## config.mk

```make
export PLATFORM = sky130hd
export DESIGN_NAME = vga_fetch_sched
export DESIGN_NICKNAME = d
export VERILOG_FILES = /design/src/rtl/vga_fetch_sched.sv
export SDC_FILE = /design/constraint.sdc
export NUM_CORES = 1
export LEC_CHECK = 0
export BUFFER_PORTS_ARGS = -buffer_cell sky130_fd_sc_hd__clkbuf_2
export CAP_MARGIN = 15
export CORE_MARGIN = 8
export CORE_UTILIZATION = 55
export CTS_CLUSTER_SIZE = 8
export DETAILED_ROUTE_END_ITERATION = 8
export PLACE_DENSITY = 0.76
export SYNTH_ARGS = -nofsm -noshare
export SYNTH_HDL_FRONTEND = slang
export SYNTH_SLANG_ARGS = --single-unit
```

## constraint.sdc

```tcl
create_clock -name clk_i -period 9.3 [get_ports clk_i]
set_input_delay 1.86 -clock clk_i [delete_from_list [all_inputs] [get_ports clk_i]]
set_output_delay 1.86 -clock clk_i [all_outputs]
set_load 0.1 [all_outputs]
```

## src/rtl/vga_fetch_sched.sv

```systemverilog
// vga_fetch_sched: walks a framebuffer line by line and issues AXI4 read-address
// bursts for the VGA line FIFO. Bursts are clipped to BURST_LEN, the rest of the
// line and the current 4 KB page. A burst is only issued while the FIFO can hold
// every beat already in flight plus the new burst.
module vga_fetch_sched #(
  parameter int ADDR_WIDTH = 32,
  parameter int BURST_LEN  = 16,
  parameter int FIFO_DEPTH = 512,
  parameter int CNT_WIDTH  = 12
) (
  input  logic                          clk_i,
  input  logic                          rst_i,
  input  logic                          en_i,
  input  logic                          frame_start_i,
  input  logic [ADDR_WIDTH-1:0]         base_addr_i,
  input  logic [ADDR_WIDTH-1:0]         stride_i,
  input  logic [CNT_WIDTH-1:0]          line_beats_i,
  input  logic [CNT_WIDTH-1:0]          num_lines_i,
  input  logic [$clog2(FIFO_DEPTH):0]   fifo_level_i,
  output logic                          ar_valid_o,
  input  logic                          ar_ready_i,
  output logic [ADDR_WIDTH-1:0]         ar_addr_o,
  output logic [7:0]                    ar_len_o,
  input  logic                          r_beat_i,
  output logic                          busy_o,
  output logic                          frame_done_o,
  output logic                          overrun_o
);

  localparam int LVL_W = $clog2(FIFO_DEPTH) + 1;
  localparam logic [ADDR_WIDTH-1:0] ADDR_MASK = ~ADDR_WIDTH'(3);

  typedef enum logic [2:0] {IDLE, LOAD, REQ, WAIT, DRAIN} state_t;

  state_t                state, state_n;
  logic [ADDR_WIDTH-1:0] cur_addr, line_addr, stride_r;
  logic [CNT_WIDTH-1:0]  line_beats_r, num_lines_r, rem, line_cnt, rem_next;
  logic [LVL_W-1:0]      outstanding, out_next;
  logic                  abort;
  logic                  ar_valid_r;
  logic [ADDR_WIDTH-1:0] ar_addr_r;
  logic [7:0]            ar_len_r;
  logic                  frame_done_r;

  logic [10:0]           page_beats;
  logic [8:0]            blen;
  logic                  space_ok, handshake, zero_cfg, line_last;
  logic                  start_frame, done_set, next_line;

  assign handshake = (state == REQ) && ar_valid_r && ar_ready_i;
  assign zero_cfg  = (line_beats_i == '0) || (num_lines_i == '0);
  assign rem_next  = rem - CNT_WIDTH'(blen);
  assign line_last = (line_cnt == (num_lines_r - CNT_WIDTH'(1)));

  // Burst length is the smallest of the burst cap, the rest of the line and the beats left in the 4 KB page; space check uses wide sums.
  always_comb begin
    page_beats = 11'd1024 - {1'b0, cur_addr[11:2]};
    blen = 9'(BURST_LEN);
    if (32'(rem) < 32'(blen)) blen = 9'(rem);
    if (32'(page_beats) < 32'(blen)) blen = 9'(page_beats);
    space_ok = (32'(fifo_level_i) + 32'(outstanding) + 32'(blen)) <= 32'(FIFO_DEPTH);
  end

  // In-flight beat counter: grows by the burst on handshake, shrinks per returned beat, never below zero.
  always_comb begin
    out_next = outstanding;
    if (handshake) out_next = out_next + LVL_W'(blen);
    if (r_beat_i && (outstanding != '0)) out_next = out_next - LVL_W'(1);
  end

  // State register.
  always_ff @(posedge clk_i) begin
    if (rst_i) state <= IDLE;
    else       state <= state_n;
  end

  // Next-state logic plus the one-cycle strobes that steer the datapath.
  always_comb begin
    state_n     = state;
    start_frame = 1'b0;
    done_set    = 1'b0;
    next_line   = 1'b0;
    case (state)
      IDLE: begin
        if (frame_start_i && en_i) begin
          if (zero_cfg) begin
            done_set = 1'b1;
          end else begin
            start_frame = 1'b1;
            state_n     = LOAD;
          end
        end
      end
      LOAD, WAIT: begin
        if (!en_i)         state_n = DRAIN;
        else if (space_ok) state_n = REQ;
        else               state_n = WAIT;
      end
      REQ: begin
        if (handshake) begin
          if (abort || !en_i)      state_n = DRAIN;
          else if (rem_next != '0) state_n = LOAD;
          else if (line_last)      state_n = DRAIN;
          else begin
            next_line = 1'b1;
            state_n   = LOAD;
          end
        end
      end
      DRAIN: begin
        if (outstanding == '0) begin
          done_set = 1'b1;
          state_n  = IDLE;
        end
      end
      default: state_n = IDLE;
    endcase
  end

  // Datapath: frame configuration latch, address walk, counters and the registered AR channel.
  always_ff @(posedge clk_i) begin
    if (rst_i) begin
      cur_addr     <= '0;
      line_addr    <= '0;
      stride_r     <= '0;
      line_beats_r <= '0;
      num_lines_r  <= '0;
      rem          <= '0;
      line_cnt     <= '0;
      outstanding  <= '0;
      abort        <= 1'b0;
      ar_valid_r   <= 1'b0;
      ar_addr_r    <= '0;
      ar_len_r     <= '0;
      frame_done_r <= 1'b0;
    end else begin
      if (start_frame) begin
        cur_addr     <= base_addr_i & ADDR_MASK;
        line_addr    <= base_addr_i & ADDR_MASK;
        stride_r     <= stride_i & ADDR_MASK;
        line_beats_r <= line_beats_i;
        num_lines_r  <= num_lines_i;
        rem          <= line_beats_i;
        line_cnt     <= '0;
      end else if (handshake) begin
        if (next_line) begin
          line_cnt  <= line_cnt + CNT_WIDTH'(1);
          line_addr <= line_addr + stride_r;
          cur_addr  <= line_addr + stride_r;
          rem       <= line_beats_r;
        end else begin
          rem      <= rem_next;
          cur_addr <= cur_addr + ADDR_WIDTH'({blen, 2'b00});
        end
      end
      outstanding <= out_next;
      abort       <= (state == REQ) && (abort || !en_i);
      if ((state_n == REQ) && (state != REQ)) begin
        ar_valid_r <= 1'b1;
        ar_addr_r  <= cur_addr;
        ar_len_r   <= 8'(blen - 9'd1);
      end else if (handshake) begin
        ar_valid_r <= 1'b0;
      end
      frame_done_r <= done_set;
    end
  end

  assign ar_valid_o   = ar_valid_r;
  assign ar_addr_o    = ar_addr_r;
  assign ar_len_o     = ar_len_r;
  assign frame_done_o = frame_done_r;
  assign busy_o       = (state != IDLE);
  assign overrun_o    = frame_start_i && (state != IDLE);

endmodule

```

---- Word-level counts from Yosys, hierarchy flattened ----
Index checks and enable logic that the tools add are counted.
word-level totals
  register bits ........................... 198
  input port bits ......................... 104
  word-level logic and storage cells ...... 98
operators by class
  $add $sub $neg .......................... 11
  magnitude comparators ................... 3
  equal/unequal tests ..................... 7
  mux-type cells .......................... 37
  reduce and logical (&&, ||, !) cells .... 24
operators with widths
  kind                                                                            count
  32-bit two-way mux                                                              6
  12-bit two-way mux                                                              3
  32-bit by 11-bit adder with 32-bit output                                       1
  32-bit adder                                                                    1
  12-bit zero test                                                                2
  3-bit two-way mux                                                               8
  10-bit two-way mux                                                              2
  9-bit two-way mux                                                               2
  1-bit two-way mux                                                               14
  11-bit by 9-bit adder with 12-bit output                                        1
  12-bit by 1-bit adder with 12-bit output (second input constant)                1
  12-bit == test                                                                  1
  12-bit by 10-bit <= comparator with 1-bit output (second input constant)        1
  12-bit by 5-bit less-than comparator with 1-bit output (second input constant)  1
  3-bit case mux with 4 select lines                                              1
  12-bit nonzero test                                                             1
  12-bit by 1-bit subtractor with 12-bit output (second input constant)           1
  12-bit by 9-bit subtractor with 12-bit output                                   1
  10-bit by 10-bit adder with 11-bit output                                       1
  11-bit by 9-bit less-than comparator with 1-bit output                          1
  11-bit by 10-bit subtractor with 11-bit output (first input constant)           1
  10-bit by 9-bit adder with 10-bit output                                        1
  10-bit zero test                                                                1
  10-bit nonzero test                                                             1
  15 further kinds                                                                28

---- Logic depth before layout (Yosys ltp) ----
Gate-level depths: netlist of run 1.
  depth after elaboration ................. 13
  mapped depth ............................ 30
  mapped depth without buffers ............ 27

---- Worst setup path after synthesis of run 1 ----
Ideal clock, no wire load.
  path type ............................... reg-to-reg
  from .................................... reg cur_addr[5]
  to ...................................... reg ar_addr_r[10] (netlist: ar_addr_o[10])
  setup time .............................. 128 ps
  arrival time ............................ 6805 ps
  setup slack ............................. 2368 ps
  cell stages (with the launch flop) ...... 31
  path buffers ............................ 4
  clock period less this slack ............ 6932 ps
  cell sequence ........................... dfxtp_1 -> buf_6 -> nor4_2 -> nand3_1 -> xor2_1 -> ha_1 -> and4_1 -> o211ai_1 -> a211oi_1 -> a211oi_1 -> and2_0 -> clkbuf_1 -> a21oi_1 -> inv_1 -> fa_1 -> ha_1 -> inv_1 -> fa_1 -> nor2b_1 -> o21ai_0 -> a21boi_0 -> o21ai_0 -> and3_1 -> o211a_1 -> o22a_1 -> o211ai_1 -> or2_2 -> clkbuf_1 -> buf_1 -> mux2i_1 -> nor2_1
on the way
  longest elaborated chain between the ends .. 11
  elaborated cells between the ends (all ways) .. 15
ends and longest elaborated chain
  item                                                                              line  source
  start, declared                                                                   36    logic [ADDR_WIDTH-1:0] cur_addr, line_addr, stride_r;
  start signal, assigned                                                            138   cur_addr <= base_addr_i & ADDR_MASK;
  start signal, assigned                                                            149   cur_addr <= line_addr + stride_r;
  start signal, assigned                                                            153   cur_addr <= cur_addr + ADDR_WIDTH'({blen, 2'b00});
  11-bit by 10-bit subtractor with 11-bit output (*)                                57    page_beats = 11'd1024 - {1'b0, cur_addr[11:2]};
  11-bit by 9-bit less-than comparator with 1-bit output                            60    if (32'(page_beats) < 32'(blen)) blen = 9'(page_beats);
  9-bit two-way mux (*)                                                             60
  branches (longest 5 deep; another with 11-bit by 9-bit adder with 12-bit output)  n/a
  3-bit case mux with 4 select lines (*)                                            83    case (state)
  3-bit by 2-bit == test with 1-bit output (*)                                      158   if ((state_n == REQ) && (state != REQ)) begin
  1-bit logical AND (*)                                                             158
  end signal, assigned                                                              160   ar_addr_r <= cur_addr;
  end, declared                                                                     41    logic [ADDR_WIDTH-1:0] ar_addr_r;
Mark *: on every way between the ends.
A chain may end at the register's enable or synchronous reset.

---- Worst setup path after layout of run 1 ----
  from .................................... reg cur_addr[6]
  to ...................................... reg ar_len_r[7] (netlist: ar_len_o[7])
on the way
  longest elaborated chain between the ends .. 11
  elaborated cells between the ends (all ways) .. 16
ends and longest elaborated chain
  item                                                                              line  source
  11-bit by 10-bit subtractor with 11-bit output (*)                                57
  11-bit by 9-bit less-than comparator with 1-bit output                            60
  9-bit two-way mux (*)                                                             60
  branches (longest 8 deep; another with 11-bit by 9-bit adder with 12-bit output)  n/a
  end signal, assigned                                                              161   ar_len_r <= 8'(blen - 9'd1);
  end, declared                                                                     42    logic [7:0] ar_len_r;
Marked as above.

==> results of run 1 <==
-- layer usage --
| layer | vias to the layer above | wire length, um | share of wire | GRT usage |
|---|---|---|---|---|
| met5 | - | 0 | 0 | 0 |
| met4 | 0 | 1020 | 0.029 | 0.0947 |
| met3 | 71 | 2140 | 0.060 | 0.0317 |
| met2 | 440 | 16200 | 0.46 | 0.410 |
| met1 | 5724 | 16200 | 0.46 | 0.329 |
| li1 | 5987 | - | - | - |
-- worst max-delay path, cell delays in order, from the launching register on --
cell                       delay [ns]
sky130_fd_sc_hd__dfxtp_1         0.48
sky130_fd_sc_hd__nor4_2          0.41
sky130_fd_sc_hd__nand3_1         0.14
sky130_fd_sc_hd__xor2_1          0.18
sky130_fd_sc_hd__ha_1            0.33
sky130_fd_sc_hd__and4_1          0.28
sky130_fd_sc_hd__o211ai_1        0.19
sky130_fd_sc_hd__a211oi_1        0.47
sky130_fd_sc_hd__a211oi_1        0.29
sky130_fd_sc_hd__and2_0          0.32
sky130_fd_sc_hd__a21oi_1         0.47
sky130_fd_sc_hd__inv_1           0.31
sky130_fd_sc_hd__fa_1            0.56
sky130_fd_sc_hd__ha_1            0.16
sky130_fd_sc_hd__inv_1           0.05
sky130_fd_sc_hd__fa_1            0.39
sky130_fd_sc_hd__xnor2_1         0.14
sky130_fd_sc_hd__nor4b_1         0.33
sky130_fd_sc_hd__o221ai_1        0.19
sky130_fd_sc_hd__nor3_1          0.25
sky130_fd_sc_hd__o211ai_1        0.15
sky130_fd_sc_hd__a311oi_1        0.29
sky130_fd_sc_hd__o211ai_1        0.16
sky130_fd_sc_hd__buf_4           0.23
sky130_fd_sc_hd__or2_2           0.48
sky130_fd_sc_hd__buf_12          0.27
sky130_fd_sc_hd__nor3_1          0.20
sky130_fd_sc_hd__nor3_1          0.06
-- flip-flops by register name (all words and copies together), names as in the netlist, 3 cells and up --
signal / count
ar_addr_o: 32
ar_len_o: 8
cur_addr: 32
line_addr: 30
line_beats_r: 12
line_cnt: 12
num_lines_r: 12
outstanding: 10
rem: 12
state: 3
stride_r: 30
-- worst max path at each step --
stage | start | endpoint | slack (ns) | cells after the start
3_3_place_gp | cur_addr[6] | ar_len_o[7] | 1.54 | 27
6_report | cur_addr[6] | ar_len_o[7] | 1.35 | 27
4_1_cts | cur_addr[6] | ar_len_o[7] | 1.37 | 27
2_1_floorplan | cur_addr[5] | ar_addr_o[10] | 2.37 | 30
5_1_grt | cur_addr[6] | ar_len_o[7] | 0.69 | 28
3_5_place_dp | cur_addr[6] | ar_len_o[7] | 1.41 | 27
-- final cells by class --
cell class / count / area (um^2)
Sequential cell: 196 / 3920
Multi-Input combinational cell: 1280 / 8320
Inverter: 58 / 218
Clock inverter: 13 / 144
Tap cell: 319 / 399
Fill cell: 2068 / 8910
Timing Repair Buffer: 154 / 830
Clock buffer: 19 / 443
-- cell usage in the layout (no fill, tap or decap), types with 18 or more instances in the layout --
master and count:
sky130_fd_sc_hd__nand2_1 232, sky130_fd_sc_hd__nand3_1 35, sky130_fd_sc_hd__a22oi_1 25, sky130_fd_sc_hd__o22ai_1 22, sky130_fd_sc_hd__a31oi_1 23, sky130_fd_sc_hd__a21oi_1 138, sky130_fd_sc_hd__nor4_1 18, sky130_fd_sc_hd__ha_1 75
sky130_fd_sc_hd__inv_1 57, sky130_fd_sc_hd__mux2i_1 53, sky130_fd_sc_hd__clkbuf_2 142, sky130_fd_sc_hd__o21a_1 19, sky130_fd_sc_hd__nor3_1 45, sky130_fd_sc_hd__o21ai_0 58, sky130_fd_sc_hd__nor2_1 150, sky130_fd_sc_hd__dfxtp_1 196
sky130_fd_sc_hd__a311oi_1 30, sky130_fd_sc_hd__xnor2_1 65, sky130_fd_sc_hd__xor2_1 34, sky130_fd_sc_hd__a21o_1 29
-- kinds of logic (layout without fill, tap and decap cells) --
family,after synthesis,in the layout,share of synthesized area
buffers and inverters,153,244,0.0462
adder cells (fa/ha/maj),89,89,0.0951
XOR/XNOR,100,100,0.0689
AO/OA/AOI/OAI,441,441,0.227
flip-flops,196,196,0.306
other,1,4,0.000293
AND/OR/NAND/NOR,591,591,0.212
multiplexers,55,55,0.0440
-- power groups by stage --
stage / logic [W] / registers [W] / clock network (W)
final: 0.000817 / 0.000949 / 0.000755
after CTS: 0.000810 / 0.000948 / 0.000765
after global placement: 0.000784 / 0.000966 / 0
after floorplan: 0.000602 / 0.000979 / 0
after global routing: 0.000906 / 0.000957 / 0.000792
after detailed placement: 0.000805 / 0.000968 / 0
-- stage by stage --
stage	util	setup WS, ns
5_1_grt	0.616	0.695
3_5_place_dp	0.590	1.41
6_report	0.616	1.35
3_3_place_gp	0.590	1.54
4_1_cts	0.616	1.37
2_1_floorplan	-	2.37
==> results.md, run 1 <==
Outcome:
- The flow ran to the end, and the final reports show no timing, DRC or antenna violations.

Floorplanning:
- Row generation in the floorplan step produced 56 rows.
- In this run the horizontal extent of the chip is approximately 170 um.
- In this run the count of I/O pins placed on the die edge is roughly 150.
- The initial utilization of the core area, before any placement, comes to 0.552.
- The full die area is 0.0284 mm^2.
- The floorplan step defined a core boundary enclosing approximately 0.023 mm^2.
- In this run the vertical extent of the chip is ~170 um.

Power and ir drop:
- The leakage component of the power is about 6.1 nW.
- The switching power of the nets is between 0.0009 and 0.001 W.
- The portion of total power attributed to the clock network is 0.299.
- Of the total power, the share spent switching nets is 0.357.
- The maximum VDD drop is 0.000121 V.
- Cell internal power was estimated by the tool at between 0.0015 and 0.002 W.
- For this design the ratio of total power to cell area is roughly 180 mW/mm^2.
- The overall power after layout is between 0.002 and 0.003 W.
- The share of total power dissipated in combinational logic is 0.324.
- The share of total power in sequential cells is 0.377.

CTS:
- The number of buffers inserted during clock tree synthesis is 17.
- TritonCTS built the clock tree.
- Clock latency on the worst-skew pair, taken at its later pin, is 0.44 ns.
- After clock tree synthesis, the clock-pin slew on the worst setup and hold paths is roughly 0.080 ns.
- The number of hold buffers added after CTS was 0.
- The H-tree depth reported by CTS is 4.
- In this run the clock root is driven by a sky130_fd_sc_hd__clkbuf_16.
- Post-CTS repair changed the size of 0 cells.
- The CTS sink count is between 150 and 200.
- The clock tree buffer depth is 2.
- Once the clock tree was built, the setup fixing pass inserted 0 buffers.

Synthesis:
- The number of warnings reported in the yosys synthesis log is 0.
- sky130_fd_sc_hd__dfxtp_1 takes more of the synthesized area than any other cell.
- After synthesis, the share of flip-flops with an asynchronous set or reset is 0.
- In the synthesized netlist, the cells that appear most often are sky130_fd_sc_hd__nand2_1 (232), sky130_fd_sc_hd__dfxtp_1 (196), sky130_fd_sc_hd__nor2_1 (152).
- After synthesis, the cell types taking the most area are sky130_fd_sc_hd__dfxtp_1 (31%), sky130_fd_sc_hd__ha_1 (7.3%), sky130_fd_sc_hd__nand2_1 (6.8%).
- Synthesis handed over a netlist of about 1.6k instances.
- The post-synthesis area per instance is around 7.9 um^2.
- The distinct cell type count after synthesis is between 70 and 80.
- The library cell with the highest instance count after synthesis is sky130_fd_sc_hd__nand2_1.
- In the synthesized netlist the dominant register cell turns out to be sky130_fd_sc_hd__dfxtp_1.
- The area share of the leading cell type in the synthesized netlist is 0.306.
- The proportion of synthesized chip area in sequential cells is 0.306.
- In this run, synthesis inferred 0 flip-flops with an integrated enable.
- The post-synthesis instance area is around 0.013 mm^2.
- The total of flip-flops plus latches after synthesis is between 150 and 200.

Route:
- Once detail routing completed, the nets flagged for antenna violations numbered 0.
- After detailed routing, the average wire length per cell comes to between 15 and 20 um.
- The count of routing violations after the opening detailed-route iteration is 888.
- Using the TritonRoute via totals, the vias-per-cell ratio works out to approximately 6.0.
- The number of optimization iterations in the first detailed-route pass is 7.
- The routed wire length is 35.5 mm.
- The via total after detailed routing is 12.2k.
- The total DRC errors in the routed layout is 0.

Setup path:
- The critical register-to-register path endpoint is ar_len_o[7].
- For flop-to-flop paths, the worst setup slack is roughly 1.4 ns.
- The worst register-to-register path begins at cur_addr[6].
- STA classifies the critical path endpoint as a flip-flop.
- By startpoint and endpoint, the worst setup path is classified as reg2reg.
- The highest net fanout along the worst path is 31.
- The data arrival time of the critical path is a little over 8 ns.
- For the worst setup path, the data required time is between 9 and 10 ns.
- The kind of launch point of the worst setup path is a flip-flop.
- Measured in cells, the most critical reg-to-reg path has a length of 27.

GRT:
- For this run, the total global-route usage over all layers was measured as 0.249.
- The number of antenna violations at the first check in global routing was 0.
- The wire length of the first global-routing pass is between 50 and 60 mm.
- Entering global routing, the biggest net connects 103 pins.
- The via count of the first global-routing pass is roughly 12k.
- The final global-route overflow total is 0.

Timing:
- The number of hold violations in the final report came to 0.
- The number of pins exceeding their max-slew limit in the final report is 0.
- The worst slew margin relative to its limit is 0.379.
- The worst hold slack is about 0.46 ns.
- Setup violations remaining at the end of the flow were counted as 0.
- The clock skew is 0.0124 ns.
- Static timing analysis puts the maximum clock frequency at approximately 0.13 GHz.
- Of the available clock period, the critical path in the final layout requires 0.855.
- Counting I/O delays and the setup requirement, the final critical path takes ~7.9 ns.
- The setup TNS after final layout is 0 ns.
- At the pin with the least slew margin, the transition time is between 0.9 and 1 ns.
- Setup repair after global routing left no endpoint under its margin.

Placed design:
- Once placement completed, the tool counted placed cells totaling between 2k and 2.5k.
- The placer congestion estimate is ~0.96.
- Summing all placed instances gives a cell area of about 0.014 mm^2.
- Detailed placement finished with a half-perimeter wire length of 25.6 mm.
- The count of buffers added on input and output ports is roughly 140.

Final layout:
- The final layout contains 1,900 nets.
- In the final layout, the share of cells above drive strength 1 is 0.123.
- The repair_antennas step left the layout with diodes totalling 0.
- The final standard cell count with taps included and fillers excluded is 2,039.
- The final non-filler cell area is 0.0143 mm^2.
- The layout overhead on the synthesized area is 11.4%.

Min path:
- The hold-critical path endpoint is line_beats_r[0].
- The depth of the worst hold-timing path is 2.
- The worst min-delay path class is reg2reg.
- The critical hold path startpoint is line_beats_r[0].

Run:
- The reported max-cap violation count is 0.
(Power assumes the default switching activity.)
==> run 2, diff against run 1 <==
Settings changed: PLACE_DENSITY 0.76 to not set, PLACE_DENSITY_LB_ADDON set to 0.15.
==> run 2 against run 1 <==
Compared with the run above: first-iteration DRC count grew 32%; sequential cell count stayed put; clock power rose by 4.0%; combinational power about the same; setup slack got worse by 0.072 ns; largest cell class unchanged; largest power group unchanged; core utilization rose by 0.11 points; fmax shrank 0.90%; sequential power is essentially flat; non-clock buffer count is the same; total power up 1.2%.
==> results.md, run 2 (same netlist as run 1, synthesis figures left out) <==
CTS:
- The clock-pin slew on the worst setup and hold paths is 0.07 ns.
- The number of post-CTS setup repair buffers is 0.
- The H-tree depth reported by CTS is 4.
- In this run the deepest clock path goes through 2 buffers.
- Once the clock tree was built, the resizer swapped 0 gates to a different size.
- Counting the buffers created by CTS gives 17.
- At the later pin of the worst-skew pair, clock insertion delay measures ~0.44 ns.
- Hold repair after CTS inserted 0 buffers.
- The tree built by TritonCTS fans out to ~200 sinks.
- The library cell used as clock root buffer is sky130_fd_sc_hd__clkbuf_16.
- TritonCTS built the clock tree.

Floorplanning:
- The x dimension of the die is approximately 170 um.
- The floorplan step set the die height to around 170 um.
- The area of the core region is 0.0232 mm^2.
- Row generation in the floorplan step produced 56 rows.
- The initial utilization of the core area, before any placement, comes to 0.552.
- The full die area is approximately 0.028 mm^2.
- The number of ports placed on the die boundary is roughly 150.

Route:
- The per-cell routed wire length is between 15 and 20 um.
- Before antenna repair, the detailed router went through 5 iterations.
- For this run, design rule violations remaining after detail routing come to 0.
- The via total after detailed routing is around 12k.
- The routed wire length is about 36 mm.
- The post-detailed-route count of antenna-violating nets is 0.
- The via density per instance is 5.94.
- The first routing iteration left around 1.2k violations.

Power and ir drop:
- Summed over all cells, the static leakage comes to 6.10 nW.
- In this run the power density over the cells is roughly 180 mW/mm^2.
- The maximum VDD drop is around 0.00011 V.

GRT:
- The number of antenna violations at the first check in global routing came to 1.
- Summed over all layers, the global routing overflow is 0.
- In the global route stage, overall resource usage came out at 0.250.
- The maximum number of pins on one net before global-route repair is slightly below 100.
- The first global-routing pass estimated 58.9 mm of wire.
- The via count of the first global-routing pass is 11.7k.

Placed design:
- Routability-driven placement finished with a final weighted congestion of 0.935.
- Port buffering added around 140 buffers.
- Counting tap cells, the placed design contains a total of about 2k instances.
- Once detailed placement completed, the half-perimeter wirelength came to between 20 and 30 mm.

Timing:
- The number of pins exceeding their max-slew limit in the final report is 0.
- The total of endpoints with negative setup slack in the final report is 0.
- The number of hold violations in the final report was 0.
- The clock skew is between 0.01 and 0.015 ns.
- The final critical path time including I/O delays and setup is about 8.0 ns.
- The setup TNS after final layout is 0 ns.
- Headroom to the max-slew limit came out at 0.303.
- At the pin with the least slew margin, the transition time is approximately 1.0 ns.
- The final worst-path cycle share is 0.862.
- For this run, the top clock speed supported by timing is between 0.1 and 0.15 GHz.
- Setup repair after global routing left no endpoint under its margin.

Final layout:
- The library cell used most frequently in the layout, excluding fill and tap cells, is sky130_fd_sc_hd__nand2_1.
- In the final layout, the share of cells above drive strength 1 is 0.123.
- The top cell types in the final layout, fill and taps aside, are sky130_fd_sc_hd__nand2_1 (232), sky130_fd_sc_hd__dfxtp_1 (196), sky130_fd_sc_hd__nor2_1 (150), sky130_fd_sc_hd__clkbuf_2 (142), sky130_fd_sc_hd__a21oi_1 (138).
- Compared with the post-synthesis result, the final layout area differs by 11.7%.
- The final standard cell count with taps included and fillers excluded is between 2k and 2.5k.
- The count of antenna diodes in the layout is 0.
- The final-stage net count is 1,900.

Setup path:
- The cell occurring most often along the worst timing path is sky130_fd_sc_hd__o211ai_1.
- The kind of launch point of the worst setup path is a flip-flop.
- STA classifies the critical path endpoint as a flip-flop.
- The type of the worst setup path is reg2reg.
- In this design, the stage delay of the slowest critical-path cell is around 0.56 ns.
- The data required time of the worst path is about 9.6 ns.
- At the worst endpoint, the arrival time is roughly 8.3 ns.
- The cell with the largest stage delay on the worst path is sky130_fd_sc_hd__or2_2.
- In this run the worst path has a maximum fanout of 23.

Run:
- The reported max-cap violation count is 0.

Outcome:
- The run finished with clean final reports.

Min path:
- The min-delay analysis places its worst path in the category reg2reg.
[run 2: cell count changes in the layout (fill, tap and decap cells not counted)]
cell                         delta
sky130_fd_sc_hd__bufinv_16      +1
sky130_fd_sc_hd__inv_6          -1
sky130_fd_sc_hd__clkinv_2       -2
sky130_fd_sc_hd__clkinvlp_4     +2
[run 2: path summary, 6_finish.rpt]
kind	cells after the start	slack (ns)	end	start
setup / recovery	28	1.28	ar_addr_o[14]	cur_addr[6]
hold / removal	2	0.46	line_beats_r[2]	line_beats_r[2]
setup reg to reg	28	1.28	ar_addr_o[14]	cur_addr[6]
hold reg to reg	2	0.46	line_beats_r[2]	line_beats_r[2]
[run 2: worst max-delay path, delay by kind of cell (launching register included)]
kind	cells	cell delay (ns)
AO/OA/AOI/OAI	11	2.79
XOR/XNOR	1	0.19
adder cells (fa/ha/maj)	4	1.46
buffers and inverters	4	0.85
flip-flops	1	0.48
multiplexers	1	0.16
AND/OR/NAND/NOR	7	1.90
[run 2: area by class of cell]
type / instances / area (um^2)
multi-input cells: 1280 / 8320
flip-flops and latches: 196 / 3920
clock inverters: 13 / 170
fillers: 2132 / 8890
inverters: 58 / 218
repair buffers: 154 / 830
well taps: 319 / 399
clock buffers: 19 / 443
[run 2: per-layer routing]
layer	part of all wire	global-route usage	wire length [um]
met5	0.00036	0	13
met4	0.027	0.0873	975
met3	0.057	0.0452	2060
met2	0.46	0.407	16400
met1	0.46	0.327	16400
[run 2: where the power goes]
group          internal (W)  switching (W)  total, W
clock              0.000436       0.000350  0.000785
combinational      0.000320       0.000495  0.000815
sequential         0.000892      0.0000575  0.000949
[run 2: stage by stage]
stage | hold slack, ns | area (um^2) | worst slack (ns) | utilization | total power (W)
floorplan | 0.434 | 12800 | 2.37 | - | 0.00158
global placement | 0.440 | 13700 | 1.48 | 0.590 | 0.00175
detailed placement | 0.445 | 13700 | 1.35 | 0.590 | 0.00177
CTS | 0.456 | 14300 | 1.30 | 0.617 | 0.00255
global route | 0.476 | 14300 | 0.638 | 0.617 | 0.00269
finish | 0.459 | 14300 | 1.28 | 0.617 | 0.00255
==> run 3, diff against run 2 <==
Settings changed: CELL_PAD_IN_SITES_DETAIL_PLACEMENT set to 1, CELL_PAD_IN_SITES_GLOBAL_PLACEMENT set to 2, CORE_UTILIZATION 55 to 35.
==> run 3 against run 2 <==
Compared with the run above: clock-buffer cell count decreased by 1; sequential cell count unchanged; wire length increased by 22%; via count decreased by 0.37%; clock power increased by 1%; die area increased by 51%; clock skew about the same; non-clock buffer count increased by 1; critical path depth unchanged; setup slack got worse by 0.0049 ns.
==> results.md, run 3 (same netlist as run 1, synthesis figures left out) <==
Route:
- The via density per instance is around 5.5.
- The per-cell routed wire length is roughly 20 um.
- The detailed route wirelength on metal2 is 20.6 mm.
- The via total after detailed routing is 12.1k.
- The total DRC errors in the routed layout is 0.
- The routed wire length is 43.9 mm.
- The detailed router finished its first iteration with 583 violations.
- After detailed routing, the wire length on met1 is roughly 21 mm.
- The first TritonRoute pass finished after 5 iterations.
- The routed length on met3 is about 1.3 mm.
- The post-detailed-route count of antenna-violating nets is 0.
- The highest layer used for signal routing is met4.

Final layout:
- The layout cell share with drive strength beyond 1 is 0.123.
- The final non-filler cell area is ~0.014 mm^2.
- The layout overhead on the synthesized area is 13.1%.
- The most common cell after layout, fill and taps aside is sky130_fd_sc_hd__nand2_1.
- In the layout the commonest cells are sky130_fd_sc_hd__nand2_1 (232), sky130_fd_sc_hd__dfxtp_1 (196), sky130_fd_sc_hd__nor2_1 (150), sky130_fd_sc_hd__clkbuf_2 (142), sky130_fd_sc_hd__a21oi_1 (138).
- The total of fill cells in the finished design is about 4.4k.
- The final standard cell count with taps included and fillers excluded is between 2k and 2.5k.
- 0 antenna diodes ended up in the layout.
- At the end of the flow, the number of nets in the layout was roughly 1.9k.

Timing:
- For the finished layout, the period the worst path requires is approximately 8.0 ns.
- The setup TNS after final layout is 0 ns.
- Of the available clock period, the critical path in the final layout requires 0.863.
- Derived from the worst setup path, the maximum achievable clock frequency is about 0.12 GHz.
- The total of endpoints with negative setup slack in the final report is 0.
- Setup repair after global routing left no endpoint under its margin.
- Final hold analysis gives a worst-case slack of 0.455 ns.
- In this run the tightest slew margin relative to its limit is 0.331.
- The number of pins exceeding their max-slew limit in the final report is 0.
- At the pin with the least slew margin, the transition time is between 1 and 1.5 ns.
- For the final database, setup skew stands at approximately 0.014 ns.
- The number of hold violations in the final report is 0.

Power and ir drop:
- VDD sags by at most 0.000143 V.
- The power per standard cell area is between 150 and 200 mW/mm^2.
- Total power for the finished layout comes to ~0.0026 W.
- In this run the static leakage power is just over 6 nW.

CTS:
- The later pin in the worst-skew pair is clocked with a latency of 0.47 ns.
- The number of buffers inserted during clock tree synthesis is 17.
- The number of post-CTS setup repair buffers is 0.
- The TritonCTS clock tree is yes.
- In this run the number of H-tree levels came out at 4.
- The library cell used as clock root buffer is sky130_fd_sc_hd__clkbuf_16.
- No sink is reached through more buffers than the 2 on the longest clock path.
- For this design, the CTS-stage hold fixing added 0 buffers.
- The clock net in this run drives a total of roughly 200 sinks.
- The clock-pin slew on the worst setup and hold paths is ~0.08 ns.
- In this run, post-CTS repair resized a total of 0 instances.

Setup path:
- The worst setup path is launched from a flip-flop.
- In this design, the critical path's most frequently occurring cell is sky130_fd_sc_hd__o211ai_1.
- The data required time of the worst path is between 9 and 10 ns.
- The type of the worst setup path is reg2reg.
- The data arrival time of the critical path is 8.34 ns.
- The cell with the largest stage delay on the worst path is sky130_fd_sc_hd__fa_1.
- STA classifies the critical path endpoint as a flip-flop.
- For this run, the slowest stage of the critical path takes ~0.56 ns.
- Of all nets on the critical path, the largest fanout is 33.

GRT:
- In the global route stage, overall resource usage came out at 0.200.
- The final global-route overflow total is 0.
- The via count of the first global-routing pass came to 12.6k.
- The number of antenna violations at the first check in global routing was 0.
- Entering global routing, the biggest net connects 102 pins.
- The first global-routing pass estimated 69.9 mm of wire.

Floorplanning:
- The x dimension of the die is ~210 um.
- The area of the core region is approximately 0.036 mm^2.
- The number of standard-cell rows in the floorplan is 70.
- For this configuration, the core starts out at a cell density of 0.352.
- The die covers approximately 0.043 mm^2.
- The height of the die is between 200 and 250 um.
- The number of ports placed on the die boundary is 148.

Placed design:
- The post-detailed-placement half-perimeter wirelength is ~32 mm.
- In this run the cell area measured after placement is ~0.014 mm^2.
- The count of input and output buffers is roughly 140.
- The count of placed standard cells including taps is 2,157.
- The congestion estimate from routability-driven global placement came to roughly 0.84.

Outcome:
- The flow ran to the end, and the final reports show no timing, DRC or antenna violations.

Run:
- The reported max-cap violation count is 0.

Min path:
- In this run the worst hold path is classified as reg2reg.
run 3: cell count changes in the layout (fill, tap and decap cells not counted), sizes merged:
cell / delta
clkbuf: -1
buf: +1
bufinv: -1
inv: +3
clkinv: -2
run 3: where the power goes:
group	switching, W	leakage (nW)	total, W	internal, W
logic	0.000515	4.21	0.000837	0.000321
clock network	0.000382	0.291	0.000795	0.000413
registers	0.0000602	1.60	0.000952	0.000892
total	0.000957	6.10	0.00258	0.00163
run 3: cell type report:
class	count	area, um^2	share of cell area
clock inverter	13	164	0.0113
inverter	58	218	0.0150
clock buffer	18	439	0.0303
multi-input combinational	1280	8320	0.574
timing repair buffer	155	837	0.0578
tap	468	586	0.0404
sequential	196	3920	0.271
run 3: final timing paths:
path	startpoint	end	slack [ns]	depth (start not counted)
setup / recovery	cur_addr[6]	ar_addr_o[12]	1.28	28
hold / removal	ar_len_o[1]	ar_len_o[1]	0.46	2
setup reg to reg	cur_addr[6]	ar_addr_o[12]	1.28	28
hold reg to reg	ar_len_o[1]	ar_len_o[1]	0.46	2
run 3: layer usage:
metal | GRT usage | vias to the layer above
li1 | - | 5980
met4 | 0.0555 | 0
met2 | 0.337 | 167
met3 | 0.0332 | 46
met1 | 0.260 | 5875
met5 | 0 | -
run 3: per-stage QoR:
| step | util | setup WS (ns) |
|---|---|---|
| final | 0.399 | 1.28 |
| after global routing | 0.399 | 0.525 |
| after CTS | 0.399 | 1.30 |
| after detailed placement | 0.382 | 1.35 |
| after global placement | 0.382 | 1.56 |
| after floorplan | - | 2.37 |
run 3: critical path: cells and delay by family, from the launching register on:
kind | cells | cell delay [ns]
buf+inv | 4 | 0.83
compound gates | 11 | 2.88
mux | 1 | 0.19
fa+ha+maj | 4 | 1.47
xor+xnor | 1 | 0.17
flops | 1 | 0.49
simple gates | 7 | 1.79
